File: src/rtl/altera_tse_multi_chan_reset_sequencer.sv
// Reset/power-down sequencer for an N-channel transceiver PMA sharing one TX PLL.
// Optional macro TSE_RSEQ_MANUAL_RESTART_EN adds manual_mode/rx_restart and a per-channel hold state.
module altera_tse_multi_chan_reset_sequencer #(
  parameter int NUM_CHANNELS       = 1,
  parameter int SYNCHRONIZER_DEPTH = 3,
  parameter int PWRDN_CYCLES       = 64,
  parameter int PLL_LOCK_CYCLES    = 16,
  parameter int LTD_CYCLES         = 200
) (
  input  logic                    clk,
  input  logic                    reset_n,
  input  logic                    powerdown_all,
  input  logic                    pll_locked,
  input  logic [NUM_CHANNELS-1:0] rx_is_lockedtodata,
  input  logic                    rx_oc_busy,
`ifdef TSE_RSEQ_MANUAL_RESTART_EN
  input  logic                    manual_mode,
  input  logic [NUM_CHANNELS-1:0] rx_restart,
`endif
  output logic                    gxb_powerdown,
  output logic                    pll_powerdown,
  output logic                    tx_digitalreset,
  output logic [NUM_CHANNELS-1:0] rx_analogreset,
  output logic [NUM_CHANNELS-1:0] rx_digitalreset,
  output logic                    tx_ready,
  output logic [NUM_CHANNELS-1:0] rx_ready
);

  localparam int MAX_AB     = (PWRDN_CYCLES > PLL_LOCK_CYCLES) ? PWRDN_CYCLES : PLL_LOCK_CYCLES;
  localparam int MAX_CYCLES = (MAX_AB > LTD_CYCLES) ? MAX_AB : LTD_CYCLES;
  localparam int CW         = $clog2(MAX_CYCLES + 1);

  localparam logic [CW-1:0] CNT_SAT    = {CW{1'b1}};
  localparam logic [CW-1:0] PWRDN_LAST = CW'(PWRDN_CYCLES - 1);
  localparam logic [CW-1:0] PLL_LAST   = CW'(PLL_LOCK_CYCLES - 1);
  localparam logic [CW-1:0] LTD_LAST   = CW'(LTD_CYCLES - 1);

  typedef enum logic [1:0] {
    G_PWRDN,
    G_PLL_WAIT,
    G_RUN
  } g_state_t;

  typedef enum logic [1:0] {
    C_ANALOG,
    C_LTD_WAIT,
`ifdef TSE_RSEQ_MANUAL_RESTART_EN
    C_HOLD,
`endif
    C_DONE
  } ch_state_t;

  logic [SYNCHRONIZER_DEPTH-1:0]                   pll_sync_q;
  logic [SYNCHRONIZER_DEPTH-1:0]                   busy_sync_q;
  logic [SYNCHRONIZER_DEPTH-1:0][NUM_CHANNELS-1:0] ltd_sync_q;

  logic                    pll_locked_s;
  logic                    rx_oc_busy_s;
  logic [NUM_CHANNELS-1:0] lockedtodata_s;

  g_state_t    g_state;
  logic [CW-1:0] g_cnt;
  ch_state_t   ch_state [NUM_CHANNELS];
  logic [CW-1:0] ch_cnt [NUM_CHANNELS];
  logic        ch_run;

  // Busy resets high so channels never leave analog reset before the first real sample.
  always_ff @(posedge clk or negedge reset_n) begin
    if (!reset_n) begin
      pll_sync_q  <= '0;
      busy_sync_q <= '1;
      ltd_sync_q  <= '0;
    end else begin
      pll_sync_q  <= {pll_sync_q[SYNCHRONIZER_DEPTH-2:0], pll_locked};
      busy_sync_q <= {busy_sync_q[SYNCHRONIZER_DEPTH-2:0], rx_oc_busy};
      ltd_sync_q  <= {ltd_sync_q[SYNCHRONIZER_DEPTH-2:0], rx_is_lockedtodata};
    end
  end

  assign pll_locked_s   = pll_sync_q[SYNCHRONIZER_DEPTH-1];
  assign rx_oc_busy_s   = busy_sync_q[SYNCHRONIZER_DEPTH-1];
  assign lockedtodata_s = ltd_sync_q[SYNCHRONIZER_DEPTH-1];

  always_ff @(posedge clk or negedge reset_n) begin
    if (!reset_n) begin
      g_state         <= G_PWRDN;
      g_cnt           <= '0;
      gxb_powerdown   <= 1'b1;
      pll_powerdown   <= 1'b1;
      tx_digitalreset <= 1'b1;
      tx_ready        <= 1'b0;
    end else if (powerdown_all) begin
      g_state         <= G_PWRDN;
      g_cnt           <= '0;
      gxb_powerdown   <= 1'b1;
      pll_powerdown   <= 1'b1;
      tx_digitalreset <= 1'b1;
      tx_ready        <= 1'b0;
    end else begin
      case (g_state)
        G_PWRDN: begin
          if (g_cnt == PWRDN_LAST) begin
            g_state       <= G_PLL_WAIT;
            g_cnt         <= '0;
            gxb_powerdown <= 1'b0;
            pll_powerdown <= 1'b0;
          end else if (g_cnt != CNT_SAT) begin
            g_cnt <= g_cnt + CW'(1);
          end
        end
        G_PLL_WAIT: begin
          if (!pll_locked_s) begin
            g_cnt <= '0;
          end else if (g_cnt == PLL_LAST) begin
            g_state         <= G_RUN;
            g_cnt           <= '0;
            tx_digitalreset <= 1'b0;
            tx_ready        <= 1'b1;
          end else if (g_cnt != CNT_SAT) begin
            g_cnt <= g_cnt + CW'(1);
          end
        end
        G_RUN: begin
          if (!pll_locked_s) begin
            g_state         <= G_PLL_WAIT;
            g_cnt           <= '0;
            tx_digitalreset <= 1'b1;
            tx_ready        <= 1'b0;
          end
        end
        default: begin
          g_state         <= G_PWRDN;
          g_cnt           <= '0;
          gxb_powerdown   <= 1'b1;
          pll_powerdown   <= 1'b1;
          tx_digitalreset <= 1'b1;
          tx_ready        <= 1'b0;
        end
      endcase
    end
  end

  // Channels advance only while the TX side is running and stays running on this edge.
  assign ch_run = (g_state == G_RUN) && pll_locked_s && !powerdown_all;

  always_ff @(posedge clk or negedge reset_n) begin
    if (!reset_n) begin
      for (int i = 0; i < NUM_CHANNELS; i++) begin
        ch_state[i] <= C_ANALOG;
        ch_cnt[i]   <= '0;
      end
      rx_analogreset  <= '1;
      rx_digitalreset <= '1;
      rx_ready        <= '0;
    end else if (!ch_run) begin
      for (int i = 0; i < NUM_CHANNELS; i++) begin
        ch_state[i] <= C_ANALOG;
        ch_cnt[i]   <= '0;
      end
      rx_analogreset  <= '1;
      rx_digitalreset <= '1;
      rx_ready        <= '0;
    end else begin
      for (int i = 0; i < NUM_CHANNELS; i++) begin
        case (ch_state[i])
          C_ANALOG: begin
            if (!rx_oc_busy_s) begin
              ch_state[i]       <= C_LTD_WAIT;
              ch_cnt[i]         <= '0;
              rx_analogreset[i] <= 1'b0;
            end
          end
          C_LTD_WAIT: begin
            if (rx_oc_busy_s) begin
              ch_state[i]       <= C_ANALOG;
              ch_cnt[i]         <= '0;
              rx_analogreset[i] <= 1'b1;
            end else if (!lockedtodata_s[i]) begin
              ch_cnt[i] <= '0;
            end else if (ch_cnt[i] == LTD_LAST) begin
              ch_state[i]        <= C_DONE;
              ch_cnt[i]          <= '0;
              rx_digitalreset[i] <= 1'b0;
              rx_ready[i]        <= 1'b1;
            end else if (ch_cnt[i] != CNT_SAT) begin
              ch_cnt[i] <= ch_cnt[i] + CW'(1);
            end
          end
          C_DONE: begin
            if (!lockedtodata_s[i]) begin
`ifdef TSE_RSEQ_MANUAL_RESTART_EN
              if (manual_mode) begin
                ch_state[i]        <= C_HOLD;
                ch_cnt[i]          <= '0;
                rx_digitalreset[i] <= 1'b1;
                rx_ready[i]        <= 1'b0;
              end else begin
                ch_state[i]        <= C_ANALOG;
                ch_cnt[i]          <= '0;
                rx_analogreset[i]  <= 1'b1;
                rx_digitalreset[i] <= 1'b1;
                rx_ready[i]        <= 1'b0;
              end
`else
              ch_state[i]        <= C_ANALOG;
              ch_cnt[i]          <= '0;
              rx_analogreset[i]  <= 1'b1;
              rx_digitalreset[i] <= 1'b1;
              rx_ready[i]        <= 1'b0;
`endif
            end
          end
`ifdef TSE_RSEQ_MANUAL_RESTART_EN
          C_HOLD: begin
            if (rx_restart[i]) begin
              ch_state[i]       <= C_ANALOG;
              ch_cnt[i]         <= '0;
              rx_analogreset[i] <= 1'b1;
            end
          end
`endif
          default: begin
            ch_state[i]        <= C_ANALOG;
            ch_cnt[i]          <= '0;
            rx_analogreset[i]  <= 1'b1;
            rx_digitalreset[i] <= 1'b1;
            rx_ready[i]        <= 1'b0;
          end
        endcase
      end
    end
  end

endmodule

File: config.mk
export PLATFORM = sky130hd
export DESIGN_NAME = altera_tse_multi_chan_reset_sequencer
export DESIGN_NICKNAME = d
export VERILOG_FILES = /design/src/rtl/altera_tse_multi_chan_reset_sequencer.sv
export SDC_FILE = /design/constraint.sdc
export NUM_CORES = 1
export LEC_CHECK = 0
export ABC_AREA = 1
export CAP_MARGIN = 10
export CORE_AREA = 2 2 63 65
export CTS_CLUSTER_DIAMETER = 80
export DETAILED_ROUTE_END_ITERATION = 16
export DIE_AREA = 0 0 65 67
export DONT_BUFFER_PORTS = 1
export GPL_TIMING_DRIVEN = 0
export PLACE_DENSITY_LB_ADDON = 0.12
export SETUP_SLACK_MARGIN = 0.02
export SYNTH_ARGS = -nofsm -noshare
export SYNTH_HDL_FRONTEND = slang
export SYNTH_SLANG_ARGS = --single-unit
File: constraint.sdc
create_clock -name clk -period 1.6 [get_ports clk]
set_clock_uncertainty 0.05 [all_clocks]
set_input_delay 0.32 -clock clk [delete_from_list [all_inputs] [get_ports clk]]
set_output_delay 0.32 -clock clk [all_outputs]
set_load 0.05 [all_outputs]
==> results.py, run 1 <==
metrics = {
    "setup_path": {
        "critPathLaunchType": "flop",
        "crit_required_ns": 1.75,
        "worstSetupPathType": "flop to flop",
        "r2r_start": "g_state[0]",
        "startpoint": "g_state[0]",
        "r2r_cells": 11,
        "worstPathArrival_ns": 1.76,
        "worstPathMaxFanout": 5,
        "cp-end-kind": "flop",
    },
    "logic_synthesis": {
        "async_reset_ff_frac": 1.00,
        "syn_area_per_cell_sq_um": 7.96,
        "syn_nets": 257,
        "synth_flop_cell": "dfrtp_1",
        "synth_warnings": 0,
        "syn_area_sq_um": 1950,
        "yosysSeqAreaShare": 0.453,
        "synth_seq_cells": 35,
        "synth_edf_count": 0,
        "synth_cell_type_count": 30,
        "netlist_instances": 245,
    },
    "routing": {
        "vias": 1665,
        "ant_nets": 0,
        "initialDrtViolationCount": 56,
        "drt_first_pass_iters": 4,
        "routedWlPerCell_um": 12.8,
        "drt-total-wl_mm": 4.16,
        "drc_errors": 0,
        "avgViaCountPerCell": 5.12,
    },
    "power": {
        "total_power_mw": 2.51,
        "power_frac_seq": 0.421,
        "clkPwrFrac": 0.390,
        "switching_share": 0.280,
        "p_per_area_nw_per_um2": 982,
        "power.switching_mw": 0.702,
        "intPower_mw": 1.80,
        "irDropWorstVdd_mv": 1.19,
        "combPwrFrac": 0.190,
        "leakagePower_nw": 1.25,
    },
    "timing": {
        "hold_violations": 0,
        "min_period_over_period": 1.00,
        "final.min_clock_period_ns": 1.61,
        "slew_headroom": 0.666,
        "layout_setup_ws_ns": -0.00764,
        "tightest_slew_ns": 0.500,
        "rsz0062_at_grt": "true",
        "setup_violations": 2,
        "fmax_mhz": 622,
        "drv_slew": 0,
    },
    "layout": {
        "layout-drive-gt1-share": 0.292,
        "syn2layout_area_growth_pct": 30.9,
        "fill_cells": 279,
        "fin_cells": 325,
        "antenna_cells": 0,
        "utilization": 0.708,
        "layout.nets": 288,
    },
    "placed_design": {
        "port_buffers": 0,
        "hpwl_mm": 2.60,
        "placedCellCount": 293,
        "place_congestion": 0.827,
    },
    "min_path": {
        "hold_start": "powerdown_all",
        "whs_path_depth": 2,
        "hold_class": "input pin to flop",
    },
    "floorplanning": {
        "rows": 22,
        "start_util": 0.541,
        "dieArea_sq_um": 4360,
        "ios": 13,
        "fp.dieW_um": 65,
        "coreArea_sq_um": 3610,
        "die_y_um": 67,
    },
    "clock_tree": {
        "numCtsBuffers": 5,
        "insertion_delay_ns": 0.30,
        "clock-sinks": 35,
        "cts_tree": "built",
        "cts_root_buf": "clkbuf_8",
        "htreeDepth": 2,
        "clockBufferDepth": 2,
        "clk_pin_slew_ns": 0.08,
    },
    "outcome": {
        "failed_checks": "setup timing",
        "status": "finished, violations left",
    },
    "global_routing": {
        "grt_use_total": 0.213,
        "grt_pass1_vias": 1576,
        "grt_max_degree": 36,
        "grt_pass1_wl_mm": 6.97,
        "grt_overflow": 0,
        "antenna_found_initial": 0,
    },
    "flow_run": {
        "cap_viol_max_count": 0,
    },
}
==> flip-flops by register name, indices dropped and copies added, names as in the netlist <==
register / count
g_cnt: 8
tx_digitalreset: 1
ch_cnt: 8
rx_ready: 1
pll_powerdown: 1
pll_sync_q: 3
rx_digitalreset: 1
ch_state: 2
ltd_sync_q: 2
rx_analogreset: 1
busy_sync_q: 3
lockedtodata_s: 1
g_state: 2
tx_ready: 1
==> layout make-up <==
type	instances	area, sq um	area share
Multi-Input combinational cell	174	1100	0.432
Clock buffer	5	68.8	0.0270
Buffer	2	20.0	0.00784
Inverter	35	141	0.0554
Sequential cell	35	888	0.348
Timing Repair Buffer	23	203	0.0794
Clock inverter	3	67.6	0.0265
Tap cell	48	60.1	0.0235
==> through the flow <==
| stage | cell area, sq um | hold slack [ns] | TNS [ns] | setup WS (ns) |
|---|---|---|---|---|
| after floorplan | 1950 | -0.0256 | -0.0443 | -0.0223 |
| after global placement | 2010 | -0.0251 | -2.30 | -0.205 |
| after detailed placement | 2010 | -0.0252 | -2.69 | -0.236 |
| after CTS | 2390 | 0.156 | -0.0466 | -0.0228 |
| after global routing | 2550 | 0.190 | -1.11 | -0.0879 |
| final | 2550 | 0.163 | -0.0108 | -0.00764 |
==> routing by layer <==
metal	global-route usage	up-vias	share of wire
met3	0.0574	10	0.046
met4	0.101	0	0.020
met2	0.330	40	0.47
li1	-	850	-
met5	0	-	0
met1	0.276	765	0.46
==> placed cells by master, fill, tap and decap left out, types with 3 or more instances in the layout <==
master         synthesis  final
nand3_2                1      4
clkbuf_8               0      5
buf_4                  1     16
o21ai_1                4      3
nor2_4                 2      6
nand2_1               61     51
nand2_4                2      6
nor2_1                31     23
dfstp_2                7      6
nor2_2                 1      5
ha_1                   6      4
inv_1                 33     30
a21oi_1                3      3
nand2_2                2      8
nand3_1               25     20
nand4_1               11     11
o21ai_0                8      7
dfrtp_1               28     28
nor3_1                 3      3
dlygate4sd3_1          0      4
xor2_1                 3      3
==> cell families after synthesis <==
| group | after synthesis | share of synthesized area |
|---|---|---|
| flip-flops | 35 | 0.453 |
| XOR/XNOR | 4 | 0.0180 |
| AND/OR/NAND/NOR | 145 | 0.366 |
| adder cells (fa/ha/maj) | 6 | 0.0385 |
| AO/OA/AOI/OAI | 18 | 0.0494 |
| buffers and inverters | 37 | 0.0750 |
==> worst paths after layout <==
path	endpoint	slack [ns]
hold reg to reg	lockedtodata_s	0.28
setup reg to reg	ch_cnt[3]	-0.008
min in group asynchronous	lockedtodata_s	0.42
max in group asynchronous	rx_analogreset	0.83
hold / removal	pll_powerdown	0.16
setup / recovery	ch_cnt[3]	-0.008
==> worst max-delay path, cell delays in order (launching register included) <==
cell and delay [ns]:
dfrtp_1 0.39, inv_2 0.09, ha_4 0.18, nand2_4 0.07, nor2_4 0.16, nand2_4 0.09, nor2_8 0.16, nand2_8 0.09
nand2_8 0.09, inv_6 0.04, nand3_2 0.06, nand2_1 0.04
==> power by group through the flow <==
stage          combinational, mW  clock (mW)  sequential, mW
3_5_place_dp               0.237           0            1.07
6_report                   0.475       0.977            1.05
3_3_place_gp               0.232           0            1.07
2_1_floorplan              0.193           0            1.06
4_1_cts                    0.359       0.991            1.06
5_1_grt                    0.544        1.02            1.06
==> what timing repair did <==
item                       CTS  global route
hold buffers                 5             0
buffers inserted            10             8
cloned                       1             0
gates resized for setup     21            31
setup endpoints to repair   24            25
pin swaps                    9            22
hold endpoints to repair    38             0
==> cell usage after synthesis, drive strengths merged, types with 3 or more instances <==
cell type  count  area share
a21oi          3      0.0077
dfrtp         28        0.36
dfstp          7       0.094
ha             6       0.038
inv           35       0.069
nand2         66        0.15
nand3         26       0.069
nand4         11       0.035
nor2          36       0.095
nor3           4       0.013
o21ai         12       0.031
xor2           3       0.013
Note: power is estimated with default switching activity, not from simulation.
==> inputs of run 2 (changes only) <==
- SKIP_LAST_GASP: unset -> 1
==> run 2 against run 1 <==
The run still ends with setup timing left. Combinational power is essentially flat. Hold slack better by 0.0013 ns. Largest power group unchanged. Cell area fell by 0.29%. Sequential share of layout area increased by 0.10 points. Non-clock buffer count unchanged. Cell count stayed put. Clock-buffer cell count stayed put. Critical endpoint unchanged. Clock power fell by 0.5%. Setup slack lost 0.0064 ns. Total power decreased by 0.19%. First-iteration DRC count rose by 21%.
==> results.py, run 2 (synthesized netlist as in run 1, its figures left out) <==
metrics = {
    "flow_run": {
        "cap_viol_max_count": 0,
    },
    "routing": {
        "routedWlPerCell_um": 12.8,
        "initialDrtViolationCount": 68,
        "vias": 1662,
        "drt_first_pass_iters": 4,
        "ant_nets": 0,
        "avgViaCountPerCell": 5.11,
        "drt-total-wl_mm": 4.15,
        "drc_errors": 0,
    },
    "layout": {
        "layout.nets": 288,
        "fill_cells": 285,
        "utilization": 0.706,
        "syn2layout_area_growth_pct": 30.5,
        "top_regs": "ch_cnt (8), g_cnt (8)",
        "multi_input_area_sq_um": 1100,
        "antenna_cells": 0,
        "finish.instance_area_sq_um": 2540,
        "final_cell_mix": "nand2_1, inv_1, dfrtp_1",
        "layout-drive-gt1-share": 0.285,
        "regArea_sq_um": 888,
        "layout_commonest_cell": "nand2_1",
    },
    "timing": {
        "tightest_slew_ns": 0.493,
        "hold_violations": 0,
        "rsz0062_at_grt": "true",
        "slew_headroom": 0.672,
        "tns_ns": -0.0237,
        "final.min_clock_period_ns": 1.61,
        "drv_slew": 0,
        "layout_setup_ws_ns": -0.0141,
        "fmax_mhz": 620,
        "min_period_over_period": 1.01,
        "whs_ns": 0.164,
        "setup_violations": 2,
    },
    "min_path": {
        "whs_path_depth": 2,
        "hold_start": "powerdown_all",
        "hold_class": "input pin to flop",
        "min_to": "pll_powerdown",
    },
    "power": {
        "power_frac_seq": 0.422,
        "total_power_mw": 2.50,
        "intPower_mw": 1.80,
        "leakagePower_nw": 1.25,
        "switching_share": 0.279,
        "irDropWorstVdd_mv": 1.19,
        "combPwrFrac": 0.190,
        "clkPwrFrac": 0.389,
        "power.switching_mw": 0.697,
        "p_per_area_nw_per_um2": 983,
    },
    "floorplanning": {
        "ios": 13,
        "dieArea_sq_um": 4360,
        "fp.dieW_um": 65,
        "coreArea_sq_um": 3610,
        "start_util": 0.541,
        "die_y_um": 67,
        "rows": 22,
    },
    "clock_tree": {
        "cts_root_buf": "clkbuf_8",
        "numCtsBuffers": 5,
        "clock-sinks": 35,
        "insertion_delay_ns": 0.30,
        "clockBufferDepth": 2,
        "htreeDepth": 2,
        "cts_tree": "built",
        "clk_pin_slew_ns": 0.08,
    },
    "global_routing": {
        "grt_use_total": 0.213,
        "grt_max_degree": 36,
        "grt_pass1_vias": 1576,
        "grt_overflow": 0,
        "grt_pass1_wl_mm": 6.97,
        "antenna_found_initial": 0,
    },
    "setup_path": {
        "r2r_cells": 11,
        "worstSetupPathType": "flop to flop",
        "r2r_end": "ch_cnt[3]",
        "cp-end-kind": "flop",
        "r2r_start": "g_state[0]",
        "worstPathArrival_ns": 1.76,
        "worst-r2r-setup-slack_ns": -0.01,
        "crit_required_ns": 1.75,
        "worstPathMaxFanout": 5,
        "critPathLaunchType": "flop",
    },
    "placed_design": {
        "port_buffers": 0,
        "placed_area_sq_um": 2010,
        "place_congestion": 0.827,
        "hpwl_mm": 2.60,
    },
    "outcome": {
        "failed_checks": "setup timing",
        "status": "finished, violations left",
    },
}
[run 2: cell counts in the layout (fill, tap and decap cells not counted)]
No cell type changed its count.
[run 2: critical path: stages, from the launching register on]
cell	delay [ns]
dfrtp_1	0.39
inv_2	0.09
ha_4	0.18
nand2_4	0.07
nor2_4	0.16
nand2_4	0.09
nor2_8	0.17
nand2_8	0.09
nand2_8	0.10
inv_6	0.04
nand3_2	0.06
nand2_1	0.04
[run 2: layer usage]
metal | vias to the layer above | wire [um] | GRT usage
met5 | - | 0 | 0
met4 | 0 | 85 | 0.101
met3 | 10 | 191 | 0.0574
met2 | 40 | 1970 | 0.330
met1 | 759 | 1910 | 0.276
li1 | 853 | - | -
[run 2: worst max path at each step]
stage | from | to | cells after the start
5_1_grt | g_state[0] | ch_cnt[7] | 11
3_5_place_dp | g_state[0] | ch_cnt[3] | 11
2_1_floorplan | g_state[0] | ch_cnt[3] | 11
3_3_place_gp | g_state[0] | ch_cnt[3] | 11
6_report | g_state[0] | ch_cnt[3] | 11
4_1_cts | g_state[0] | ch_cnt[3] | 11
[run 2: through the flow]
stage          cells  setup slack [ns]
6_report         325           -0.0141
4_1_cts          317           -0.0228
3_5_place_dp     293            -0.236
2_1_floorplan    245           -0.0223
3_3_place_gp     293            -0.205
5_1_grt          325           -0.0879
[run 2: power by group through the flow]
stage	Combinational (mW)	Sequential, mW	Clock [mW]
CTS	0.359	1.06	0.991
floorplan	0.193	1.06	0
detailed placement	0.237	1.07	0
global route	0.546	1.06	1.02
finish	0.474	1.06	0.972
global placement	0.232	1.07	0
[run 2: layout make-up]
cell class	count	share of cell area
clock inverters	3	0.0265
plain buffers	2	0.00787
repair buffers	23	0.0796
flip-flops and latches	35	0.349
inverters	35	0.0546
multi-input cells	174	0.432
well taps	48	0.0236
clock buffers	5	0.0270
[run 2: repair_timing]
action | 4_1_cts | 5_1_grt
pin swaps | 9 | 22
endpoints found under the hold margin | 38 | 0
setup buffers | 10 | 8
setup endpoints to repair | 24 | 25
resized for setup | 21 | 28
gates cloned | 1 | 0
hold buffers | 5 | 0
==> inputs of run 3 (changes only) <==
- ABC_CLOCK_PERIOD_IN_PS: unset -> 1600
- CORE_AREA: 2 2 63 65 -> 2 2 60 68
- DIE_AREA: 0 0 65 67 -> 0 0 62 70
==> run 3 against run 2 <==
The run still ends with setup timing left. Sequential power is essentially flat. Non-clock buffer count grew 1. Clock power shrank 18%. Core utilization shrank 3.7 points. Cell count grew 1.5%. Hold slack gained 0.017 ns. Cell area shrank 1.4%. Total power shrank 9.6%. Register-to-register slack is essentially flat. First-iteration DRC count grew 37%. Highest routed layer unchanged.
==> results.py, run 3 (synthesized netlist as in run 1, its figures left out) <==
metrics = {
    "timing": {
        "hold_violations": 0,
        "layout_setup_ws_ns": -0.00960,
        "tightest_slew_ns": 0.482,
        "min_period_over_period": 1.01,
        "fmax_mhz": 621,
        "setup_violations": 3,
        "slew_headroom": 0.678,
        "final.min_clock_period_ns": 1.61,
        "drv_slew": 0,
        "rsz0062_at_grt": "true",
        "whs_ns": 0.182,
    },
    "floorplanning": {
        "rows": 24,
        "fp.dieW_um": 62,
        "ios": 13,
        "coreArea_sq_um": 3750,
        "die_y_um": 70,
        "start_util": 0.520,
        "dieArea_sq_um": 4340,
    },
    "setup_path": {
        "r2r_cells": 11,
        "r2r_end": "ch_cnt[3]",
        "worstSetupPathType": "flop to flop",
        "crit_required_ns": 1.73,
        "cp-endpoint": "ch_cnt[3]",
        "cp_slowest_stage_delay_ns": 0.39,
        "worst-r2r-setup-slack_ns": -0.01,
        "startpoint": "g_state[0]",
        "path_cells": "inv_2 > ha_4 > nand2_4 > nor2_4 > nand2_4 > nor2_8 > nand2_8 > nand2_8 > inv_6 > nand3_2 > nand2_1",
        "r2r_start": "g_state[0]",
        "worstPathArrival_ns": 1.74,
        "critPathLaunchType": "flop",
        "critPathSlowestCell": "dfrtp_1",
        "worstPathMaxFanout": 5,
        "cp-end-kind": "flop",
    },
    "clock_tree": {
        "cts_root_buf": "clkbuf_8",
        "numCtsBuffers": 5,
        "htreeDepth": 2,
        "insertion_delay_ns": 0.29,
        "cts_tree": "built",
        "clockBufferDepth": 2,
        "clk_pin_slew_ns": 0.07,
        "clock-sinks": 35,
    },
    "outcome": {
        "failed_checks": "setup timing",
        "status": "finished, violations left",
    },
    "layout": {
        "layout.nets": 289,
        "syn2layout_area_growth_pct": 28.7,
        "finish.instance_area_sq_um": 2510,
        "antenna_cells": 0,
        "top_regs": "ch_cnt (8), g_cnt (8)",
        "regArea_sq_um": 890,
        "final_cell_mix": "nand2_1, inv_1, dfrtp_1",
        "layout_commonest_cell": "nand2_1",
        "fill_cells": 319,
        "layout-drive-gt1-share": 0.295,
        "multi_input_area_sq_um": 1080,
        "utilization": 0.669,
        "fin_cells": 330,
    },
    "power": {
        "irDropWorstVdd_mv": 0.719,
        "leakagePower_nw": 1.24,
        "p_per_area_nw_per_um2": 901,
    },
    "routing": {
        "drc_errors": 0,
        "drt-total-wl_mm": 4.21,
        "initialDrtViolationCount": 93,
        "ant_nets": 0,
        "vias": 1707,
        "drt_first_pass_iters": 6,
        "routedWlPerCell_um": 12.8,
        "avgViaCountPerCell": 5.17,
    },
    "global_routing": {
        "grt_overflow": 0,
        "grt_pass1_vias": 1631,
        "grt_max_degree": 36,
        "antenna_found_initial": 0,
        "grt_pass1_wl_mm": 6.89,
        "grt_use_total": 0.214,
    },
    "flow_run": {
        "cap_viol_max_count": 0,
    },
    "min_path": {
        "whs_path_depth": 3,
        "hold_class": "input pin to flop",
    },
    "placed_design": {
        "place_congestion": 0.811,
        "hpwl_mm": 2.61,
        "placedCellCount": 297,
        "placed_area_sq_um": 2020,
        "port_buffers": 0,
    },
}
==> run 3: how the worst min path moves through the flow <==
stage               slack (ns)    endpoint           from
floorplan                -0.03   ch_cnt[0]        reset_n
global placement         -0.02    g_cnt[1]        reset_n
detailed placement       -0.02    g_cnt[1]        reset_n
CTS                       0.18  g_state[0]  powerdown_all
global route              0.22  g_state[0]  powerdown_all
finish                    0.18  g_state[0]  powerdown_all
==> run 3: layer usage <==
layer	part of all wire	up-vias	track usage	wire, um
met3	0.028	17	0.0407	118
met5	0	-	0	0
met4	0.032	0	0.104	136
met2	0.51	37	0.338	2150
li1	-	852	-	-
met1	0.43	801	0.271	1800
==> run 3: layout make-up <==
cell class                 instances  area share
clock buffer                       5      0.0274
inverter                          35      0.0553
tap                               52      0.0259
buffer                             2     0.00798
sequential                        35       0.354
timing repair buffer              24      0.0808
clock inverter                     3      0.0174
multi-input combinational        174       0.431
==> run 3: critical path: cells and delay by family, from the launching register on <==
family,cells,cell delay [ns]
fa+ha+maj,1,0.18
buf+inv,2,0.13
simple gates,8,0.74
flops,1,0.39
==> run 3: report_power, final <==
part	switching, mW	total [mW]	internal [mW]	leakage, nW
Sequential	0.0880	1.05	0.958	0.446
Clock	0.330	0.794	0.464	0.0581
Combinational	0.226	0.422	0.196	0.735
Total	0.644	2.26	1.62	1.24
==> run 3: through the flow <==
step | total power [mW] | setup TNS (ns) | worst slack (ns)
finish | 2.26 | -0.0158 | -0.00960
floorplan | 1.25 | -0.0443 | -0.0223
detailed placement | 1.30 | -2.58 | -0.219
CTS | 2.22 | -0.0230 | -0.00997
global placement | 1.30 | -2.14 | -0.200
global route | 2.39 | -1.16 | -0.0933
==> run 3: repair_timing <==
action                     4_1_cts  5_1_grt
pin swaps                       10       17
resized for setup               22       22
buffers inserted                14        5
cloned                           1        0
hold buffers                     5        0
setup endpoints to repair       25       25
hold endpoints to repair        38        0
